===== src/rtl/noc_outport_arbiter.sv =====
`default_nettype none
// ============================================================================
// Module   : noc_outport_arbiter
// Brief    : Mesh-router output-port controller. Owns the even/odd phase,
//            round-robin arbitrates input heads into one buffer per VC, and
//            drains the external-VC buffer over the so/ri link.
// Revision : 1.0 - initial release
// ============================================================================
module noc_outport_arbiter #(
    parameter int DATA_W = 64,
    parameter int N_REQ  = 5
) (
    input  logic                    clk,
    input  logic                    reset,
    input  logic [N_REQ-1:0]        req,
    input  logic [N_REQ-1:0]        req_vc,
    input  logic [N_REQ*DATA_W-1:0] pkt_in,
    output logic [N_REQ-1:0]        gnt,
    input  logic                    ri,
    output logic                    so,
    output logic [DATA_W-1:0]       out_packet,
    output logic                    polarity
);

    localparam int C_PTR_W = (N_REQ > 1) ? $clog2(N_REQ) : 1;

    logic                r_polarity;
    logic [1:0]          r_full;
    logic [DATA_W-1:0]   r_buf [2];
    logic [C_PTR_W-1:0]  r_ptr [2];

    logic                w_ext;
    logic                w_int;
    logic [N_REQ-1:0]    w_eligible;
    logic                w_found;
    logic [C_PTR_W-1:0]  w_gnt_idx;
    logic [C_PTR_W-1:0]  w_ptr_nxt;
    logic [N_REQ-1:0]    w_gnt;
    logic [DATA_W-1:0]   w_sel_pkt;
    int                  w_scan;

    // The external VC drains downstream while the opposite VC is refilled.
    assign w_ext = r_polarity;
    assign w_int = ~r_polarity;

    assign w_eligible = req & (w_int ? req_vc : ~req_vc);

    // Round-robin scan starting at the internal VC's pointer, wrapping at N_REQ.
    always_comb begin
        w_found   = 1'b0;
        w_gnt_idx = '0;
        w_scan    = 0;
        if (reset && !r_full[w_int]) begin
            for (int k = 0; k < N_REQ; k++) begin
                w_scan = int'(r_ptr[w_int]) + k;
                if (w_scan >= N_REQ) begin
                    w_scan = w_scan - N_REQ;
                end
                if (!w_found && w_eligible[w_scan]) begin
                    w_found   = 1'b1;
                    w_gnt_idx = C_PTR_W'(w_scan);
                end
            end
        end
    end

    always_comb begin
        w_gnt     = '0;
        w_sel_pkt = '0;
        if (w_found) begin
            w_gnt[w_gnt_idx] = 1'b1;
        end
        for (int i = 0; i < N_REQ; i++) begin
            if (w_gnt[i]) begin
                w_sel_pkt = pkt_in[i*DATA_W +: DATA_W];
            end
        end
    end

    assign w_ptr_nxt = (w_gnt_idx == C_PTR_W'(N_REQ - 1)) ? '0 : w_gnt_idx + 1'b1;

    always_ff @(posedge clk or negedge reset) begin
        if (!reset) begin
            r_polarity <= 1'b0;
            r_full     <= 2'b00;
            for (int v = 0; v < 2; v++) begin
                r_buf[v] <= '0;
                r_ptr[v] <= '0;
            end
        end else begin
            r_polarity <= ~r_polarity;
            if (so) begin
                r_full[w_ext] <= 1'b0;
            end
            if (w_found) begin
                r_full[w_int] <= 1'b1;
                r_buf[w_int]  <= w_sel_pkt;
                r_ptr[w_int]  <= w_ptr_nxt;
            end
        end
    end

    assign gnt        = w_gnt;
    assign so         = r_full[w_ext] & ri;
    assign out_packet = r_full[w_ext] ? r_buf[w_ext] : '0;
    assign polarity   = r_polarity;

endmodule
`default_nettype wire


===== config.mk =====
export PLATFORM = sky130hd
export DESIGN_NAME = noc_outport_arbiter
export DESIGN_NICKNAME = d
export VERILOG_FILES = /design/src/rtl/noc_outport_arbiter.sv
export SDC_FILE = /design/constraint.sdc
export NUM_CORES = 1
export LEC_CHECK = 0
export CAP_MARGIN = 20
export CORE_MARGIN = 2
export CORE_UTILIZATION = 41
export CTS_CLUSTER_SIZE = 16
export DETAILED_ROUTE_END_ITERATION = 8
export HOLD_SLACK_MARGIN = 0.05
export PLACE_DENSITY = 0.86
export SLEW_MARGIN = 20
export SYNTH_ARGS = -nofsm -noshare
export SYNTH_HDL_FRONTEND = slang
export SYNTH_SLANG_ARGS = --single-unit

===== constraint.sdc =====
create_clock -name clk -period 9.1 [get_ports clk]
set_input_delay 2.275 -clock clk [delete_from_list [all_inputs] [get_ports clk]]
set_output_delay 2.275 -clock clk [all_outputs]
set_load 0.01 [all_outputs]

# Yosys cells after proc, flatten, opt, wreduce, memory -nomap -nowiden
# Cells that the tools add are included.
# word_totals
regBits	137
in_bits	333
wordCells	133
# classes
n_addsub	10
magnitude_cmp	19
n_eq_ne	1
muxes	74
n_bitwise	9
n_reduce_logical	14
# ops
op	n
64-bit two-way mux	10
32-bit two-way mux	10
32-bit by 5-bit < comparator with 1-bit output, second input constant	5
128-bit bitwise mux	1
64-bit demux with 1-bit select	1
3-bit two-way mux	11
1-bit two-way mux	27
4-bit by 3-bit subtractor with 5-bit output, second input constant	4
4-bit by 3-bit greater-or-equal comparator with 1-bit output, second input constant	4
1-bit binary-select mux with 3-bit select	5
5-bit two-way mux	2
1-bit logical AND	9
3-bit by 2-bit adder with 4-bit output, second input constant	2
6-bit bitwise mux	1
5-bit bitwise AND	1
1-bit zero test	5
5-bit inverter	1
3-bit by 1-bit adder with 4-bit output, second input constant	1
3-bit by 3-bit adder with 4-bit output, second input constant	1
2-bit greater-or-equal comparator, second input constant	2
1-bit by 2-bit < comparator with 1-bit output, second input constant	2
3-bit by 4-bit < comparator with 1-bit output, second input constant	1
2-bit two-way mux	2
1-bit inverter with 2-bit output	2
other kinds (15)	17

# Longest topological paths before layout
# depth
ltp_word	40
mapped_depth	21

# Least setup slack after synthesis
# OpenSTA, ideal clock, no wires.
# synth_timing
path_kind	input to output
start	input req_vc[1]
end	output gnt[0]
arrival_time_ns	4.628
required_ns	6.825
setup_slack_ns	2.197
path_stages	11
n_path_buf	2
path_cell_list	nand2b_1 -> a21o_1 -> mux4_2 -> o32ai_1 -> nor2b_1 -> a41oi_1 -> and2_1 -> buf_2 -> and2b_4 -> and2_1 -> buf_4
# synth_via
elab_chain_len	29
word_cells_on_any_way	48
# synth_lines
item	line	source
start: declaration	16	input logic [N_REQ-1:0] req_vc,
5-bit inverter	46	assign w_eligible = req & (w_int ? req_vc : ~req_vc);
5-bit two-way mux *	46	
5-bit bitwise AND *	46	
1-bit binary-select mux with 3-bit select	59	if (!w_found && w_eligible[w_scan]) begin
1-bit two-way mux (not written as such) (2 in a row)	59	
1-bit two-way mux	59	
1-bit two-way mux	53	if (reset && !r_full[w_int]) begin
1-bit zero test	59	
(+12 left out)	n/a	
1-bit logical AND	59	
3-bit two-way mux	59	
3-bit two-way mux	53	
3-bit by 4-bit < comparator with 1-bit output (not written as such) or 3-bit by 1-bit greater-or-equal comparator with 1-bit output (tied branches)	71	w_gnt[w_gnt_idx] = 1'b1;
1-bit logical AND (not written as such)	71	
1-bit two-way mux (not written as such)	71	
1-bit demux with 3-bit select	71	
5-bit two-way mux *	70	if (w_found) begin
end: declaration	18	output logic [N_REQ-1:0] gnt,
# Every way passes the cells marked *; elsewhere a longest branch is shown, timed or not. The select of a mux whose other input is x is not followed.

# Worst setup path after layout
# layout_timing
start	input req_vc[2]
end	output gnt[0]
# Same word-level chain as after synthesis.

==> key figures <==
Run status
  – Outcome: completed

CTS
  – Worst skew pair latency: about 400 ps
  – CTS tree: yes
  – CTS Hold Bufs: 0
  – CTS buffer count: 17
  – Post-cts sizing count: 0
  – H-tree depth: 4
  – Clock tree buffer depth: 2
  – Clk slew on worst S/H paths: 60 ps
  – Clock root cell: clkbuf_16
  – # clock sinks: around 140
  – Post-CTS setup buffers: 0

Floorplanning
  – Die Area: roughly 26000 um^2
  – Starting Density: 41.3%
  – Die X: around 160 um
  – Ports: 404
  – Chip height: 163 um
  – Cell row count: 58
  – Placeable Area: 25000 um^2

Setup path
  – Critical Path Source Type: input pin
  – Required @ worst endpoint: about 6800 ps
  – Critical-path maximum fanout: 6
  – Crit Path Class: input pin to output port
  – Critical Path End Type: output port
  – CP arrival: 6100 ps

Place
  – HPWL after DPL: 28800 um
  – Worst Setup Slack post-DPL: 803 ps
  – Final RePlAce weighted congestion: 0.938
  – Placed insts: 1825
  – Port buffer count: 403

Global routing
  – Vias in the first global route: 11.0k
  – Largest net degree at the start of global routing: 72
  – Initial antenna violation count: 2
  – GRT overflow: 0
  – Total Routing Usage GR: 29.0%
  – Global-route wire length before repair: 59700 um

Synthesis
  – Post-Syn Nets: 1520
  – Ys flop type: dfrtp_1
  – Yosys reg bits: 137
  – Cell variety after synth: 66
  – Fraction of registers with async set/reset: 100%
  – Synth Instances: between 1k and 1.5k
  – Mapped Area: 10300 um^2
  – Yosys warns: 0
  – Avg Synthesized Cell Area: 8.76 um^2
  – Sequential-to-total area share from yosys stat: 33.2%
  – Post-synth EDFFs: 0

Run
  – Max_cap viols: 0

Drt
  – Routed length per instance: between 20 and 25 um
  – Vias per cell: between 5 and 6
  – Via Count: 11.1k
  – Initial DRC count: 849
  – First-pass DRT Iterations: 6
  – Antenna Nets Post-Route: 0
  – Final WL: between 30000 and 40000 um
  – # DRC: 0

Timing
  – Slew @ Worst Pin: 982 ps
  – Setup TNS: 0 ps
  – Relative slew slack: 34.3%
  – Final Max Slew Viols: 0
  – Worst setup margin: 727 ps
  – Hold Violations, Final: 0
  – RSZ-0062 raised after global routing: no
  – Post-Route Skew: 11.0 ps
  – Fin crit period: 8370 ps
  – Fin crit share: 92.0%
  – Final setup vio count: 0
  – Fmax: 119 MHz

Layout
  – Fin util: 60.2%
  – Non-filler instance count after layout: 1860
  – Multi-input logic area: ~6200 um^2
  – Area Growth Syn to Fin: 45.8%
  – Number of fillers in the final layout: approximately 2.2k
  – Final nets: 1858
  – Share of layout cells above drive strength 1: 7.66%
  – Sequential Area: 3430 um^2

Power
  – Max IR drop VDD: 173 uV
  – LEAKAGE: ~0.0067 uW
  – Power density cells: 277 nW/um^2

Worst hold path
  – HP Class: register to register
==> cell usage after synthesis (all sizes together) (3+ instances only) <==
master / instances / area [um^2]
and3: 10 / 62.6
a21o: 7 / 52.6
nor2: 150 / 563
o211ai: 4 / 30.0
nor3b: 3 / 22.5
o31ai: 115 / 863
nand2: 84 / 318
ha: 10 / 125
mux2i: 121 / 1220
nand3b: 4 / 30.0
nor2b: 4 / 25.0
o21ai: 43 / 226
a211oi: 5 / 42.5
a31oi: 6 / 37.5
xor2: 3 / 26.3
nand3: 7 / 35.0
nand2b: 10 / 62.6
mux2: 7 / 78.8
nor3: 7 / 35.0
clkbuf: 59 / 221
o2111ai: 3 / 26.3
a21oi: 12 / 63.8
a22oi: 129 / 968
and4: 3 / 26.3
a221oi: 56 / 697
buf: 46 / 272
o32ai: 5 / 43.8
dfrtp: 137 / 3430
or3: 4 / 25.0
and2: 9 / 56.3
o22ai: 14 / 87.6
inv: 70 / 263
nor4: 3 / 18.8
==> worst max-delay path, cell delays in order <==
cell             delay (ps)
clkdlybuf4s50_1         520
nor2b_1                 180
o21ai_0                 220
mux4_2                  520
o32ai_1                 390
nor2b_1                 210
and2_1                  220
a211o_1                 310
o21ai_4                 290
and2_1                  350
clkdlybuf4s50_1         600
==> where the power goes <==
| part | internal, uW | switching, uW |
|---|---|---|
| Clock | 361 | 281 |
| Sequential | 805 | 113 |
| Combinational | 1050 | 1550 |
| Total | 2210 | 1950 |
==> layer usage <==
metal	GRT usage (%)	vias to the layer above	share of wire (%)
met2	49.7	535	49
met5	0	-	0
met3	6.32	105	7.4
met4	13.1	0	4.0
li1	-	5126	-
met1	34.8	5366	40
==> cells in the final DEF (no fill, tap or decap), drive strengths merged, types with 9 or more instances in the layout <==
cell type	netlist	final
clkdlybuf4s50	0	402
nor2	150	150
dfrtp	137	137
a22oi	129	129
mux2i	121	121
o31ai	115	115
nand2	84	84
inv	70	74
a221oi	56	56
o21ai	43	43
buf	46	22
clkbuf	59	21
o22ai	14	14
a21oi	12	12
and3	10	10
ha	10	10
nand2b	10	10
and2	9	9
==> final cells by class <==
class / instances / area share (%)
Timing Repair Buffer: 424 / 27.9
Antenna cell: 2 / 0.0333
Clock inverter: 11 / 0.607
Clock buffer: 21 / 3.00
Multi-Input combinational cell: 864 / 41.1
Tap cell: 330 / 2.75
Sequential cell: 137 / 22.8
Inverter: 71 / 1.77
==> flip-flops by register name, indices dropped and copies added (netlist names) <==
name,cells
polarity,1
r_ptr,6
r_buf,128
r_full,2
==> stage by stage <==
stage	instance area [um^2]	power [uW]	hold WS (ps)
after floorplan	10300	2610	467
after global placement	14500	3430	488
after detailed placement	14500	3490	501
after CTS	15000	4140	515
after global routing	15000	4420	528
final	15000	4160	514
==> kinds of logic after synthesis <==
group	Yosys count	share of synthesized area, %
flip-flops	137	33.2
adder cells (fa/ha/maj)	10	1.21
multiplexers	129	12.9
XOR/XNOR	4	0.340
buffers and inverters	176	7.37
AO/OA/AOI/OAI	419	32.2
AND/OR/NAND/NOR	302	12.7
==> path summary, 6_finish.rpt <==
kind                                            from                endpoint  slack [ps]  depth (start not counted)
min in group asynchronous                      reset   r_buf[29]$_DFFE_PN0P_        1850                          1
worst max-delay path                       req_vc[2]                  gnt[0]         730                         11
worst min-delay path            r_ptr[2]$_DFFE_PN0P_    r_ptr[2]$_DFFE_PN0P_         510                          2
max in group asynchronous                      reset   r_buf[61]$_DFFE_PN0P_        5820                          2
worst min register to register  r_ptr[2]$_DFFE_PN0P_    r_ptr[2]$_DFFE_PN0P_         510                          2
worst max register to register    polarity$_DFF_PN0_  r_buf[120]$_DFFE_PN0P_        2580                         16
(Power assumes the default switching activity.)
